### src/rtl/downstream_update_arbiter.sv
// downstream_update_arbiter
// Round-robin arbiter that opens a memory-update window for one upstream
// channel at a time. The window closes on memwr or on timeout. memwr must
// drop before the next window is granted.
//
// state        | meaning
// -------------+------------------------------------------------------------
// IDLE         | no window open; grant the next pending channel if any
// UPDATE_MEM   | window open for grant_id; wait for memwr or timer expiry
// WAIT_RELEASE | window closed; hold off new grants until memwr is low
module downstream_update_arbiter #(
    parameter int NUM_CH  = 4,
    parameter int TIMEOUT = 16,
    parameter int CNT_W   = 8
) (
    input  logic                      clk,
    input  logic                      HRESETn,
    input  logic [NUM_CH-1:0]         ack,
    input  logic                      memwr,
    output logic                      out,
    output logic [NUM_CH-1:0]         grant,
    output logic [$clog2(NUM_CH)-1:0] grant_id,
    output logic                      done,
    output logic                      timeout_err,
    output logic [NUM_CH-1:0]         pending,
    output logic [CNT_W-1:0]          done_count
);

    localparam int IDW  = $clog2(NUM_CH);
    localparam int IDW1 = IDW + 1;
    localparam int TW   = $clog2(TIMEOUT);

    // The window timer counts down from TIMEOUT-1; reaching zero in
    // UPDATE_MEM means the window has been open for TIMEOUT cycles.
    localparam logic [TW-1:0]   TMR_LOAD  = TW'(TIMEOUT - 1);
    localparam logic [IDW-1:0]  LAST_CH   = IDW'(NUM_CH - 1);
    localparam logic [IDW:0]    NUM_CH_W  = IDW1'(NUM_CH);

    typedef enum logic [1:0] {
        IDLE         = 2'd0,
        UPDATE_MEM   = 2'd1,
        WAIT_RELEASE = 2'd2
    } state_t;

    state_t              state;
    state_t              state_nxt;

    logic [NUM_CH-1:0]   ack_q;
    logic [NUM_CH-1:0]   req_rise;
    logic [NUM_CH-1:0]   clr_mask;
    logic [NUM_CH-1:0]   grant_q;
    logic [IDW-1:0]      rr_ptr;
    logic [TW-1:0]       tmr;

    logic [NUM_CH-1:0]   rot;
    logic [IDW-1:0]      off;
    logic [IDW:0]        sum;
    logic [IDW-1:0]      pick_id;
    logic                found;

    logic                ld_grant;
    logic                finish;

    assign req_rise = ack & ~ack_q;
    assign clr_mask = finish ? grant_q : '0;
    assign grant    = out ? grant_q : '0;

    // Round-robin pick: rotate pending so rr_ptr lands at bit 0, take the
    // lowest set bit, then rotate the offset back into a channel index.
    always_comb begin
        rot   = NUM_CH'({pending, pending} >> rr_ptr);
        found = |pending;
        off   = '0;
        for (int k = NUM_CH - 1; k >= 0; k--) begin
            if (rot[k]) begin
                off = IDW'(k);
            end
        end
        sum = {1'b0, rr_ptr} + {1'b0, off};
        if (sum >= NUM_CH_W) begin
            sum = sum - NUM_CH_W;
        end
        pick_id = sum[IDW-1:0];
    end

    // State register.
    always_ff @(posedge clk) begin
        if (!HRESETn) begin
            state <= IDLE;
        end else begin
            state <= state_nxt;
        end
    end

    // Next-state and window/status outputs; memwr beats the timer.
    always_comb begin
        state_nxt   = state;
        out         = 1'b0;
        done        = 1'b0;
        timeout_err = 1'b0;
        ld_grant    = 1'b0;
        finish      = 1'b0;
        case (state)
            IDLE: begin
                if (found) begin
                    ld_grant  = 1'b1;
                    state_nxt = UPDATE_MEM;
                end
            end
            UPDATE_MEM: begin
                out = 1'b1;
                if (memwr) begin
                    done      = 1'b1;
                    finish    = 1'b1;
                    state_nxt = WAIT_RELEASE;
                end else if (tmr == '0) begin
                    timeout_err = 1'b1;
                    finish      = 1'b1;
                    state_nxt   = WAIT_RELEASE;
                end
            end
            WAIT_RELEASE: begin
                if (!memwr) begin
                    state_nxt = IDLE;
                end
            end
            default: begin
                state_nxt = IDLE;
            end
        endcase
    end

    // Request capture; a new rising edge outranks the clear for the same bit.
    always_ff @(posedge clk) begin
        if (!HRESETn) begin
            ack_q   <= '0;
            pending <= '0;
        end else begin
            ack_q   <= ack;
            pending <= (pending & ~clr_mask) | req_rise;
        end
    end

    // Grant registers, window timer and round-robin pointer.
    always_ff @(posedge clk) begin
        if (!HRESETn) begin
            grant_q  <= '0;
            grant_id <= '0;
            tmr      <= '0;
            rr_ptr   <= '0;
        end else begin
            if (ld_grant) begin
                grant_q  <= NUM_CH'(1) << pick_id;
                grant_id <= pick_id;
                tmr      <= TMR_LOAD;
            end else if (state == UPDATE_MEM && !finish) begin
                tmr <= tmr - TW'(1);
            end
            if (finish) begin
                rr_ptr <= (grant_id == LAST_CH) ? '0 : grant_id + IDW'(1);
            end
        end
    end

    // Saturating count of windows closed by memwr.
    always_ff @(posedge clk) begin
        if (!HRESETn) begin
            done_count <= '0;
        end else if (done && done_count != '1) begin
            done_count <= done_count + CNT_W'(1);
        end
    end

endmodule

### config.mk
export PLATFORM = sky130hd
export DESIGN_NAME = downstream_update_arbiter
export DESIGN_NICKNAME = d
export VERILOG_FILES = /design/src/rtl/downstream_update_arbiter.sv
export SDC_FILE = /design/constraint.sdc
export NUM_CORES = 1
export LEC_CHECK = 0
export ABC_AREA = 1
export BUFFER_PORTS_ARGS = -buffer_cell sky130_fd_sc_hd__buf_2
export CAP_MARGIN = 20
export CORE_MARGIN = 2
export CORE_UTILIZATION = 39
export DETAILED_ROUTE_END_ITERATION = 6
export GPL_ROUTABILITY_DRIVEN = 0
export GPL_TIMING_DRIVEN = 0
export PLACE_DENSITY = 0.56
export SETUP_SLACK_MARGIN = 0.15
export SYNTH_ARGS = -nofsm -noshare
export SYNTH_HDL_FRONTEND = slang
export SYNTH_SLANG_ARGS = --single-unit
### constraint.sdc
create_clock -name clk -period 2 [get_ports clk]
set_input_delay 0.4 -clock clk [delete_from_list [all_inputs] [get_ports clk]]
set_output_delay 0.4 -clock clk [all_outputs]
set_load 0.005 [all_outputs]
# After elaboration in Yosys (flattened, before gate mapping)
# Index checks and enable logic that the tools add are counted.
word_totals:
  reg_bits: 30
  input_bits: 7
  out_inout_bits: 21
  word_cells: 61
classes:
  n_addsub: 5
  n_lt_le_gt_ge: 1
  eq_ne: 7
  n_shift: 2
  n_mux: 25
  n_bitwise: 5
  reduce_logical: 8
ops:
  columns: ["operator", "count"]
  rows:
  - ["2-bit 2-to-1 mux", 10]
  - ["4-bit 2-to-1 mux", 4]
  - ["1-bit 2-to-1 mux", 10]
  - ["8-bit by 1-bit adder with 8-bit output, second input constant", 1]
  - ["4-bit AND", 2]
  - ["8-bit inequality test, second input constant", 1]
  - ["4-bit NOT", 2]
  - ["8-bit by 2-bit right shift with 4-bit output", 1]
  - ["2-bit one-hot mux with 3 select lines", 1]
  - ["2-bit == test, second input constant", 2]
  - ["4-bit zero test", 1]
  - ["2-bit inequality test, second input constant", 2]
  - ["4-bit bitwise OR", 1]
  - ["4-bit OR reduction", 1]
  - ["1-bit by 2-bit left shift with 4-bit output, first input constant", 1]
  - ["4-bit by 1-bit subtractor with 4-bit output, second input constant", 1]
  - ["2-bit by 2-bit adder with 3-bit output", 1]
  - ["3-bit greater-or-equal comparator, second input constant", 1]
  - ["3-bit inequality test, second input constant", 1]
  - ["3-bit AND reduction", 1]
  - ["2-bit by 1-bit adder with 2-bit output, second input constant", 1]
  - ["2-bit by 1-bit == test with 1-bit output, second input constant", 1]
  - ["1-bit logical AND", 2]
  - ["2-bit zero test", 1]
  - ["other kinds (3)", 3]

# Logic depth before layout (Yosys ltp)
# Gate-level depths: netlist of run 1.
logic_depth:
  depth_word: 9
  depth_mapped: 13
  ltp_nobuf: 13

# Worst setup path before layout of run 1
# Ideal clock, no wire load.
synth_timing:
  path_kind: "register to register"
  start: "register rr_ptr[0]"
  end: "register grant_id[1]"
  setup_time_ns: 0.132
  t_arrival_ns: 1.544
  required_ns: 1.868
  slack_ns: 0.324
  stages_incl_launch_ff: 12
  n_path_buf: 0
  period_less_slack_ns: 1.676
  path_cell_list: "dfxtp_1 -> inv_1 -> nand2_1 -> nand3_1 -> nand2_1 -> nand3_1 -> a21boi_0 -> ha_1 -> xor2_1 -> nand3_1 -> nand3_1 -> a21oi_1"
synth_via:
  elab_chain_len: 8
  word_cells_on_any_way: 9
  classes_between: "add/sub (2); order compare (1); shift (1); mux (5)"
synth_rtl:
  columns: ["item", "line", "source"]
  rows:
  - ["start, declared", "52", "logic [IDW-1:0] rr_ptr;"]
  - ["start signal, assigned", "160", "rr_ptr <= (grant_id == LAST_CH) ? '0 : grant_id + IDW'(1);"]
  - ["8-bit by 2-bit right shift with 4-bit output", "71", "rot = NUM_CH'({pending, pending} >> rr_ptr);"]
  - ["2-bit 2-to-1 mux (4 in series)", "75", "if (rot[k]) begin"]
  - ["2-bit by 2-bit adder with 3-bit output *", "79", "sum = {1'b0, rr_ptr} + {1'b0, off};"]
  - ["3-bit greater-or-equal comparator or 2-bit by 1-bit subtractor with 2-bit output (tied branches)", "80, 81", null]
  - ["2-bit 2-to-1 mux *", "80", "if (sum >= NUM_CH_W) begin"]
  - ["end signal, assigned", "154", "grant_id <= pick_id;"]
  - ["end, declared", "22", "output logic [$clog2(NUM_CH)-1:0] grant_id,"]
# Every way passes the cells marked *; elsewhere a longest branch is shown, timed or not.
# A chain may end at the register's enable or synchronous reset.

# Final worst setup path of run 1
layout_timing:
  start: "register pending[2]"
  end: "register grant_q[3]"
layout_via:
  elab_chain_len: 9
  word_cells_on_any_way: 13
  classes_between: "add/sub (2); order compare (1); shift (2); mux (7); reduce/logical (1)"
layout_rtl:
  columns: ["item", "line", "source"]
  rows:
  - ["start, declared", "25", "output logic [NUM_CH-1:0] pending,"]
  - ["start signal, assigned", "140", "pending <= (pending & ~clr_mask) | req_rise;"]
  - ["8-bit by 2-bit right shift with 4-bit output", "71", null]
  - ["2-bit 2-to-1 mux (4 in series)", "75", null]
  - ["2-bit by 2-bit adder with 3-bit output", "79", null]
  - ["3-bit greater-or-equal comparator or 2-bit by 1-bit subtractor with 2-bit output (tied branches)", "80, 81", null]
  - ["2-bit 2-to-1 mux", "80", null]
  - ["1-bit by 2-bit left shift with 4-bit output", "153", "grant_q <= NUM_CH'(1) << pick_id;"]
  - ["end signal, assigned", "153", null]
  - ["end, declared", "51", "logic [NUM_CH-1:0] grant_q;"]
# Several ways; a longest one is shown, not always the timed one.

==> results.tsv, run 1 <==
stage	metric	value	unit
clocking	cts_tree	done	
logic_synthesis	syn_avg_cell_area	7.092	um^2
cells_and_area	final_cell_count_no_fill	294	
clocking	cts_buffer_depth	2	
floorplanning	ios	28	
grt	grt_max_degree	11	
sta	tns	0	ps
logic_synthesis	yosys.area.top_type_share	40.13	%
detailed_routing	totalWireLength	3.280	mm
clocking	post-cts-setup-buffers	0	
worst_setup_path	end_kind	flip-flop	
cells_and_area	seqCellArea	606.8	um^2
logic_synthesis	synthDistinctLibCells	28	
place	hpwl	2.389	mm
worst_setup_path	arrival	2000	ps
sta	fin_crit	1792	ps
grt	grt_pass1_vias	1233	
sta	fin_skew	8.123	ps
logic_synthesis	synth_area_leaders	dfxtp_1 (40%), nand2_1 (12%), inv_1 (9.3%), nand3_1 (5.4%), nor2_1 (4.5%)	
cells_and_area	multi_input_area	785.8	um^2
detailed_routing	via_per_inst	4.735	
sta	worst_pin_slew	502.4	ps
cells_and_area	diodes	0	
logic_synthesis	netlist_instances	211	
floorplanning	core	0.003689	mm^2
floorplanning	initial_core_util	40.57	%
run_status	status	finished clean	
worst_hold_path	hp-class	in2reg	
detailed_routing	avgRoutedWirePerCell	11.16	um
grt	track_usage	16.11	%
clocking	clock-sinks	30	
cells_and_area	fin_nets	256	
cells_and_area	drive_above_1_share	24.80	%
logic_synthesis	synth_top_family_by_area	simple AND/OR/NAND/NOR gates	
clocking	htreeDepth	2	
detailed_routing	drt_iter0_drc	60	
place	dp.cells	286	
clocking	cts_root_buf	clkbuf_8	
logic_synthesis	syn-cell-area	0.001496	mm^2
worst_setup_path	worstSetupPathType	reg2reg	
sta	slew_headroom	66.51	%
floorplanning	die_y	65.95	um
sta	timing.fmax	558.1	MHz
worst_setup_path	crit_fanout	5	
logic_synthesis	synthSimpleGateAreaFrac	30.69	%
worst_setup_path	critPathSlowestCell	dfxtp_1	
floorplanning	die_w	65.95	um
worst_setup_path	path_cells	nand2_1, nand3_1, nand3_1, a21boi_1, ha_2, xor2_2, inv_1, nand2_2, nand4_1, a21oi_2	
worst_setup_path	crit_path_start_kind	flip-flop	
sta	hold_viol_final	0	
detailed_routing	firstDrtPassIters	4	
worst_setup_path	worst_path_most_repeated_cell	nand3_1	
sta	timing.final.crit_share	89.58	%
floorplanning	rows	22	
detailed_routing	num_vias	1392	
detailed_routing	drcViolationCount	0	
grt	overflow	0	
floorplanning	die_area	0.004349	mm^2
logic_synthesis	yosys_warnings	0	
clocking	cts_buffers	5	
pwr	p_per_area	933.7	mW/mm^2
sta	finalSetupViolCount	0	
logic_synthesis	synth-compound-area-share	12.46	%
cells_and_area	syn_to_final_growth	23.24	%
flow_run	drv_cap	0	
logic_synthesis	synth_xor_area_share	2.926	%
logic_synthesis	synth_mux_area_share	0	%
cells_and_area	nFillCells	411	
pwr	vdd_drop_max	0.5689	mV
clocking	holdBufCountCts	0	
grt	antenna_found_initial	0	
logic_synthesis	ys_ff_latch	30	
clocking	clkLatencyLatePin	280	ps
logic_synthesis	synthAdderAreaFrac	3.344	%
logic_synthesis	synth_top_area_cell	dfxtp_1	
sta	rsz0062_at_grt	no	
logic_synthesis	synthesis.nets	222	
clocking	clk_pin_slew_worst_paths	70	ps
sta	maxSlewViolCount	0	
worst_setup_path	slowest_delay	440	ps
detailed_routing	antenna_left	0	
logic_synthesis	yosysSeqAreaShare	40.13	%
pwr	power_leakage	0.9036	nW
worst_setup_path	required	2210	ps
place	port_buffers	27	
grt	grt_pass1_wl	5.375	mm
## worst paths after layout
path	start	endpoint	slack [ps]	depth (start not counted)
setup reg to reg	pending[2]$_SDFF_PN0_	grant_q[3]$_SDFFE_PN0P_	210	10
setup / recovery	pending[2]$_SDFF_PN0_	grant_q[3]$_SDFFE_PN0P_	210	10
hold reg to reg	ack_q[0]$_SDFF_PN0_	pending[0]$_SDFF_PN0_	420	1
hold / removal	ack[1]	ack_q[1]$_SDFF_PN0_	320	3
## metal layers
metal	global-route usage, %	vias to the layer above	part of all wire, %
li1	-	741	-
met1	21.16	607	50
met2	24.87	37	43
met3	4.259	7	5.2
met4	6.888	0	1.7
met5	0	-	0
## kinds of logic after synthesis
family | count (synthesis)
buffers and inverters | 40
DFF | 30
xor gates and xnor gates | 5
and+or+nand+nor | 98
AOI/OAI and AO/OA | 34
adders and majority gates | 4
## cell type report
| type | count | share of cell area, % |
|---|---|---|
| tap | 48 | 3.256 |
| multi-input combinational | 141 | 42.61 |
| inverter | 38 | 8.141 |
| sequential | 30 | 32.90 |
| clock inverter | 2 | 0.6784 |
| clock buffer | 6 | 4.478 |
| timing repair buffer | 27 | 7.327 |
| buffer | 2 | 0.6106 |
## placed cells by master, fill, tap and decap left out, types with 3 or more instances in the layout
cell type and n:
nor2_1 18, o21ai_0 13, buf_2 27, nand3_2 3
inv_1 34, nand3_1 14, nand2_1 46, inv_4 3
o22ai_1 4, dfxtp_1 27, ha_1 3, nand2_2 4
xnor2_1 3, nand4_1 3, a21oi_1 11, clkbuf_8 6
## cells in the mapped netlist
master     n
nand2_1   49
inv_1     37
dfxtp_1   30
nor2_1    18
nand3_1   16
o21ai_0   13
a21oi_1   12
ha_1       4
o22ai_1    4
nand4_1    3
nor3_1     3
xnor2_1    3
nand3_2    2
nor2_4     2
xor2_1     2
a211oi_1   1
a21boi_0   1
a31oi_1    1
buf_4      1
clkbuf_1   1
inv_4      1
nand2_2    1
nand2_4    1
nor2_2     1
nor4_4     1
o211ai_1   1
o21a_1     1
or2_2      1
## report_power, final
part | switching, mW | total, mW | internal, mW | leakage [nW]
combinational | 0.299 | 0.477 | 0.178 | 0.608
sequential | 0.0652 | 0.741 | 0.676 | 0.249
clock | 0.228 | 0.504 | 0.276 | 0.0472
total | 0.592 | 1.72 | 1.13 | 0.904
## repair_timing
item | CTS | global route
endpoints found under the hold margin | 0 | 0
setup endpoints to repair | 6 | 8
resized for setup | 4 | 17
pin swaps | 0 | 6
## metrics by stage
| stage | cell area [um^2] | power [mW] | worst slack, ps | util [%] | hold WS, ps |
|---|---|---|---|---|---|
| 2_1_floorplan | 1496 | 1.049 | 323.7 | - | 407.9 |
| 3_3_place_gp | 1692 | 1.174 | 61.08 | 45.86 | 414.9 |
| 3_5_place_dp | 1692 | 1.178 | 52.19 | 45.86 | 418.9 |
| 4_1_cts | 1799 | 1.695 | 164.6 | 48.78 | 317.0 |
| 5_1_grt | 1844 | 1.855 | 84.55 | 50.00 | 316.7 |
| 6_report | 1844 | 1.722 | 208.3 | 50.00 | 316.0 |
## state kept, by name, summed over array words and instances (netlist names)
register    flops
tmr             4
state           2
ack_q           4
grant_q         4
rr_ptr          2
pending         4
done_count      8
grant_id        2
## worst max-delay path: cells and delay by family (launching register included)
kind            cells  cell delay (ps)
simple gates        5              490
flops               1              440
compound gates      2              310
xor+xnor            1              180
fa+ha+maj           1              210
buf+inv             1               90
(Power assumes the default switching activity.)
==> inputs of run 2 (changes only) <==
==> constraint.sdc (replaced) <==
create_clock -name clk -period 1.8 [get_ports clk]
set_input_delay 0.36 -clock clk [delete_from_list [all_inputs] [get_ports clk]]
set_output_delay 0.36 -clock clk [all_outputs]
set_load 0.005 [all_outputs]
==> results.tsv, run 2 (synthesis results as in run 1) <==
stage	metric	value	unit
sta	slew_headroom	67.95	%
worst_setup_path	reg2reg_depth	13	
grt	antenna_found_initial	0	
run_status	status	finished clean	
worst_setup_path	critPathLaunch	pending[1]$_SDFF_PN0_	
flow_run	drv_cap	0	
worst_setup_path	crit_path_start_kind	flip-flop	
detailed_routing	drt_iter0_drc	45	
grt	grt_pass1_wl	5.802	mm
worst_setup_path	cp-endpoint	grant_q[1]$_SDFFE_PN0P_	
clocking	htreeDepth	2	
pwr	p_per_area	1087	mW/mm^2
pwr	power_leakage	0.9702	nW
worst_setup_path	r2r_start	pending[1]$_SDFF_PN0_	
pwr	vdd_drop_max	0.6009	mV
worst_setup_path	required	1990	ps
sta	worst_pin_slew	480.8	ps
worst_setup_path	r2r-end	grant_q[1]$_SDFFE_PN0P_	
cells_and_area	diodes	0	
clocking	clk_pin_slew_worst_paths	70	ps
floorplanning	initial_core_util	40.57	%
sta	maxSlewViolCount	0	
place	hpwl	2.390	mm
floorplanning	die_w	65.95	um
sta	rsz0062_at_grt	yes	
detailed_routing	num_vias	1496	
cells_and_area	largest-register	done_count	
cells_and_area	nFillCells	389	
sta	fin_skew	5.116	ps
cells_and_area	fin_util	54.34	%
clocking	cts_root_buf	clkbuf_8	
cells_and_area	syn_to_final_growth	33.95	%
clocking	cts_buffer_depth	2	
cells_and_area	seqCellArea	614.3	um^2
detailed_routing	via_per_inst	4.905	
sta	fin_crit	1729	ps
floorplanning	die_y	65.95	um
clocking	clkLatencyLatePin	280	ps
detailed_routing	antenna_left	0	
grt	overflow	0	
clocking	cts_tree	done	
pwr	p_comb_share	30.5	%
sta	hold_viol_final	0	
worst_setup_path	r2r_slack	70	ps
worst_hold_path	hp-class	in2reg	
grt	grt_max_degree	12	
floorplanning	rows	22	
grt	grt_pass1_vias	1307	
place	place_ws	-86.13	ps
cells_and_area	largest_register_ffs	8	
cells_and_area	drive_above_1_share	35.41	%
floorplanning	die_area	0.004349	mm^2
worst_setup_path	arrival	1920	ps
cells_and_area	final_cell_mix	nand2_1 (44), inv_1 (29), buf_2 (27)	
pwr	switching_share	33.50	%
pwr	p_int	1.449	mW
detailed_routing	avgRoutedWirePerCell	12.15	um
sta	timing.final.crit_share	96.05	%
worst_hold_path	hp-start	ack[1]	
worst_setup_path	end_kind	flip-flop	
detailed_routing	firstDrtPassIters	4	
clocking	clock-sinks	30	
cells_and_area	fin_nets	267	
grt	track_usage	18.09	%
detailed_routing	totalWireLength	3.707	mm
floorplanning	ios	28	
worst_setup_path	worstSetupPathType	reg2reg	
sta	finalSetupViolCount	0	
cells_and_area	mostFrequentLayoutCell	nand2_1	
sta	timing.fmax	578.4	MHz
pwr	p_switching	0.7303	mW
detailed_routing	drcViolationCount	0	
cells_and_area	final_cell_count_no_fill	305	
cells_and_area	multi_input_area	837.1	um^2
pwr	clockPowerShare	31.4	%
sta	setup_ws	71.12	ps
place	port_buffers	27	
floorplanning	core	0.003689	mm^2
worst_setup_path	crit_fanout	5	
clocking	cts_buffers	5	
pwr	pwr-share-seq	38.1	%
place	dp.cells	286	
==> run 2: worst min path at each step <==
| stage | endpoint | slack, ps | cells after the start |
|---|---|---|---|
| finish | ack_q[1]$_SDFF_PN0_ | 270 | 3 |
| global route | ack_q[1]$_SDFF_PN0_ | 270 | 3 |
| CTS | ack_q[1]$_SDFF_PN0_ | 260 | 3 |
| detailed placement | pending[1]$_SDFF_PN0_ | 420 | 1 |
| global placement | pending[1]$_SDFF_PN0_ | 410 | 1 |
| floorplan | pending[0]$_SDFF_PN0_ | 410 | 1 |
==> run 2: final cells by class <==
class / instances / area share [%]
multi-input combinational: 141 / 41.76
sequential: 30 / 30.65
timing repair buffer: 38 / 10.86
inverter: 38 / 7.491
clock buffer: 5 / 3.433
tap: 48 / 2.996
clock inverter: 3 / 2.247
buffer: 2 / 0.5618
==> run 2: critical path, stage by stage, from the launching register on <==
cell	delay, ps
dfxtp_2	390
nand2_1	120
nand3_2	110
nand2_2	70
buf_4	130
buf_4	120
buf_4	120
buf_4	120
nand2_1	70
nand2_1	70
nand2_2	100
nand3_2	110
nand2_1	90
inv_1	30
==> run 2: per-layer routing <==
layer  wire (um)  GRT usage [%]  up-vias
li1            -              -      771
met5           0              0        -
met4         121          10.97        0
met2        1706          27.40       34
met1        1712          22.66      681
met3         167          5.111       10
==> run 2: metrics by stage <==
step,setup TNS [ps],cell area [um^2],power (mW),hold slack (ps)
floorplan,0,1498,1.166,407.9
global placement,-234.5,1693,1.306,414.9
detailed placement,-296.7,1693,1.310,417.6
CTS,0,1928,2.117,262.2
global route,-321.1,2004,2.322,271.5
finish,0,2004,2.180,271.2
==> run 2: power groups by stage <==
stage / Clock [mW] / Sequential (mW) / Combinational (mW)
floorplan: 0 / 0.817 / 0.349
global placement: 0 / 0.829 / 0.477
detailed placement: 0 / 0.829 / 0.481
CTS: 0.706 / 0.824 / 0.587
global route: 0.735 / 0.840 / 0.747
finish: 0.685 / 0.830 / 0.664
==> run 2: repair_timing <==
item	CTS	global route
pin swaps	12	6
hold buffers	0	0
cloned	0	0
buffers inserted	7	4
endpoints found under the setup margin	13	19
resized for setup	29	15
==> inputs of run 3 (changes only) <==
--- a/config.mk
+++ b/config.mk
@@ -14,7 +14,6 @@
 export GPL_ROUTABILITY_DRIVEN = 0
 export GPL_TIMING_DRIVEN = 0
 export PLACE_DENSITY = 0.56
-export SETUP_SLACK_MARGIN = 0.15
 export SYNTH_ARGS = -nofsm -noshare
 export SYNTH_HDL_FRONTEND = slang
 export SYNTH_SLANG_ARGS = --single-unit
==> results.tsv, run 3 (synthesis results as in run 1) <==
stage	metric	value	unit
run_status	status	finished clean	
worst_setup_path	slowest_delay	380	ps
sta	timing.fmax	573.3	MHz
grt	grt_pass1_vias	1233	
worst_setup_path	critPathLaunch	rr_ptr[0]$_SDFFE_PN0N_	
cells_and_area	multi_input_area	834.6	um^2
sta	setup_ws	55.62	ps
worst_setup_path	required	2010	ps
worst_setup_path	worstSetupPathType	reg2reg	
worst_setup_path	arrival	1960	ps
cells_and_area	syn_to_final_growth	27.51	%
clocking	clock-sinks	30	
sta	maxSlewViolCount	0	
clocking	cts_buffer_depth	2	
cells_and_area	largest-register	done_count	
sta	tns	0	ps
floorplanning	core	0.003689	mm^2
place	place_ws	-147.8	ps
place	dp.cells	286	
sta	worst_pin_slew	499.3	ps
pwr	power_leakage	0.9285	nW
sta	timing.final.crit_share	96.91	%
detailed_routing	via_per_inst	4.705	
floorplanning	die_y	65.95	um
clocking	clk_pin_slew_worst_paths	70	ps
worst_setup_path	end_kind	flip-flop	
cells_and_area	mostFrequentLayoutCell	nand2_1	
sta	fin_skew	9.134	ps
sta	finalSetupViolCount	0	
worst_setup_path	r2r-end	grant_q[3]$_SDFFE_PN0P_	
grt	antenna_found_initial	0	
cells_and_area	drive_above_1_share	30.36	%
cells_and_area	final_cell_count_no_fill	295	
clocking	cts_tree	done	
worst_hold_path	hp-class	in2reg	
worst_setup_path	path_cells	nand2_1, nand3_2, nand2_2, nand3_2, a21boi_2, ha_2, xor2_2, inv_1, nand2_2, nand4_1, a21oi_2	
worst_setup_path	crit_fanout	6	
cells_and_area	fin_nets	257	
detailed_routing	avgRoutedWirePerCell	11.33	um
cells_and_area	diodes	0	
pwr	vdd_drop_max	0.6356	mV
worst_setup_path	crit_path_start_kind	flip-flop	
pwr	p_per_area	1026	mW/mm^2
detailed_routing	drcViolationCount	0	
clocking	htreeDepth	2	
worst_setup_path	critPathSlowestCell	dfxtp_4	
worst_setup_path	reg2reg_depth	11	
clocking	holdBufCountCts	0	
flow_run	drv_cap	0	
floorplanning	initial_core_util	40.57	%
cells_and_area	nFillCells	399	
clocking	cts_buffers	5	
worst_setup_path	r2r_slack	60	ps
clocking	cts_root_buf	clkbuf_8	
cells_and_area	seqCellArea	611.8	um^2
detailed_routing	drt_iter0_drc	42	
floorplanning	die_w	65.95	um
detailed_routing	totalWireLength	3.343	mm
grt	grt_max_degree	11	
place	hpwl	2.389	mm
sta	fin_crit	1744	ps
cells_and_area	final_cell_mix	nand2_1 (42), inv_1 (33), buf_2 (27)	
grt	track_usage	16.11	%
floorplanning	rows	22	
grt	overflow	0	
worst_setup_path	r2r_start	rr_ptr[0]$_SDFFE_PN0N_	
place	port_buffers	27	
worst_setup_path	cp-endpoint	grant_q[3]$_SDFFE_PN0P_	
cells_and_area	largest_register_ffs	8	
detailed_routing	antenna_left	0	
sta	hold_viol_final	0	
detailed_routing	firstDrtPassIters	5	
cells_and_area	fin_util	51.73	%
floorplanning	ios	28	
detailed_routing	num_vias	1388	
grt	grt_pass1_wl	5.375	mm
clocking	clkLatencyLatePin	280	ps
floorplanning	die_area	0.004349	mm^2
sta	slew_headroom	66.71	%
[run 3: what timing repair did]
action,in CTS,in global routing
hold endpoints to repair,0,0
endpoints found under the setup margin,6,13
pin swaps,1,6
gates resized for setup,5,33
setup buffers,0,1
[run 3: layer usage]
layer  wire length, um  track usage [%]
met5                 0                0
met4                39            6.888
met3               158            4.259
met1              1661            21.16
met2              1483            24.87
[run 3: how the worst min path moves through the flow]
stage	start	to	slack, ps	cells after the start
final	ack[3]	ack_q[3]$_SDFF_PN0_	280	3
after global routing	ack[1]	ack_q[1]$_SDFF_PN0_	280	3
after CTS	ack[1]	ack_q[1]$_SDFF_PN0_	280	3
after detailed placement	ack_q[3]$_SDFF_PN0_	pending[3]$_SDFF_PN0_	420	1
after global placement	ack_q[1]$_SDFF_PN0_	pending[1]$_SDFF_PN0_	410	1
after floorplan	ack_q[0]$_SDFF_PN0_	pending[0]$_SDFF_PN0_	410	1
[run 3: worst max-delay path, delay by kind of cell, from the launching register on]
family          cells  cell delay (ps)
simple gates        6              570
compound gates      2              290
buf+inv             1               70
fa+ha+maj           1              200
xor+xnor            1              180
flops               1              380
[run 3: per-stage QoR]
stage	hold slack, ps	area (um^2)	power, mW
2_1_floorplan	407.9	1496	1.165
3_3_place_gp	414.9	1692	1.305
3_5_place_dp	418.9	1692	1.309
4_1_cts	277.0	1799	1.885
5_1_grt	276.8	1908	2.105
6_report	278.9	1908	1.958
[run 3: final cells by class]
cell class | instances | area share (%)
plain buffers | 2 | 0.5902
clock buffers | 6 | 4.328
clock inverters | 2 | 0.6557
inverters | 38 | 8.000
multi-input cells | 141 | 43.74
flip-flops and latches | 30 | 32.07
well taps | 48 | 3.148
repair buffers | 28 | 7.475
[run 3: report_power, final]
group	leakage, nW	internal (mW)	switching (mW)
logic	0.632	0.215	0.350
registers	0.249	0.752	0.0777
clock network	0.0472	0.307	0.257
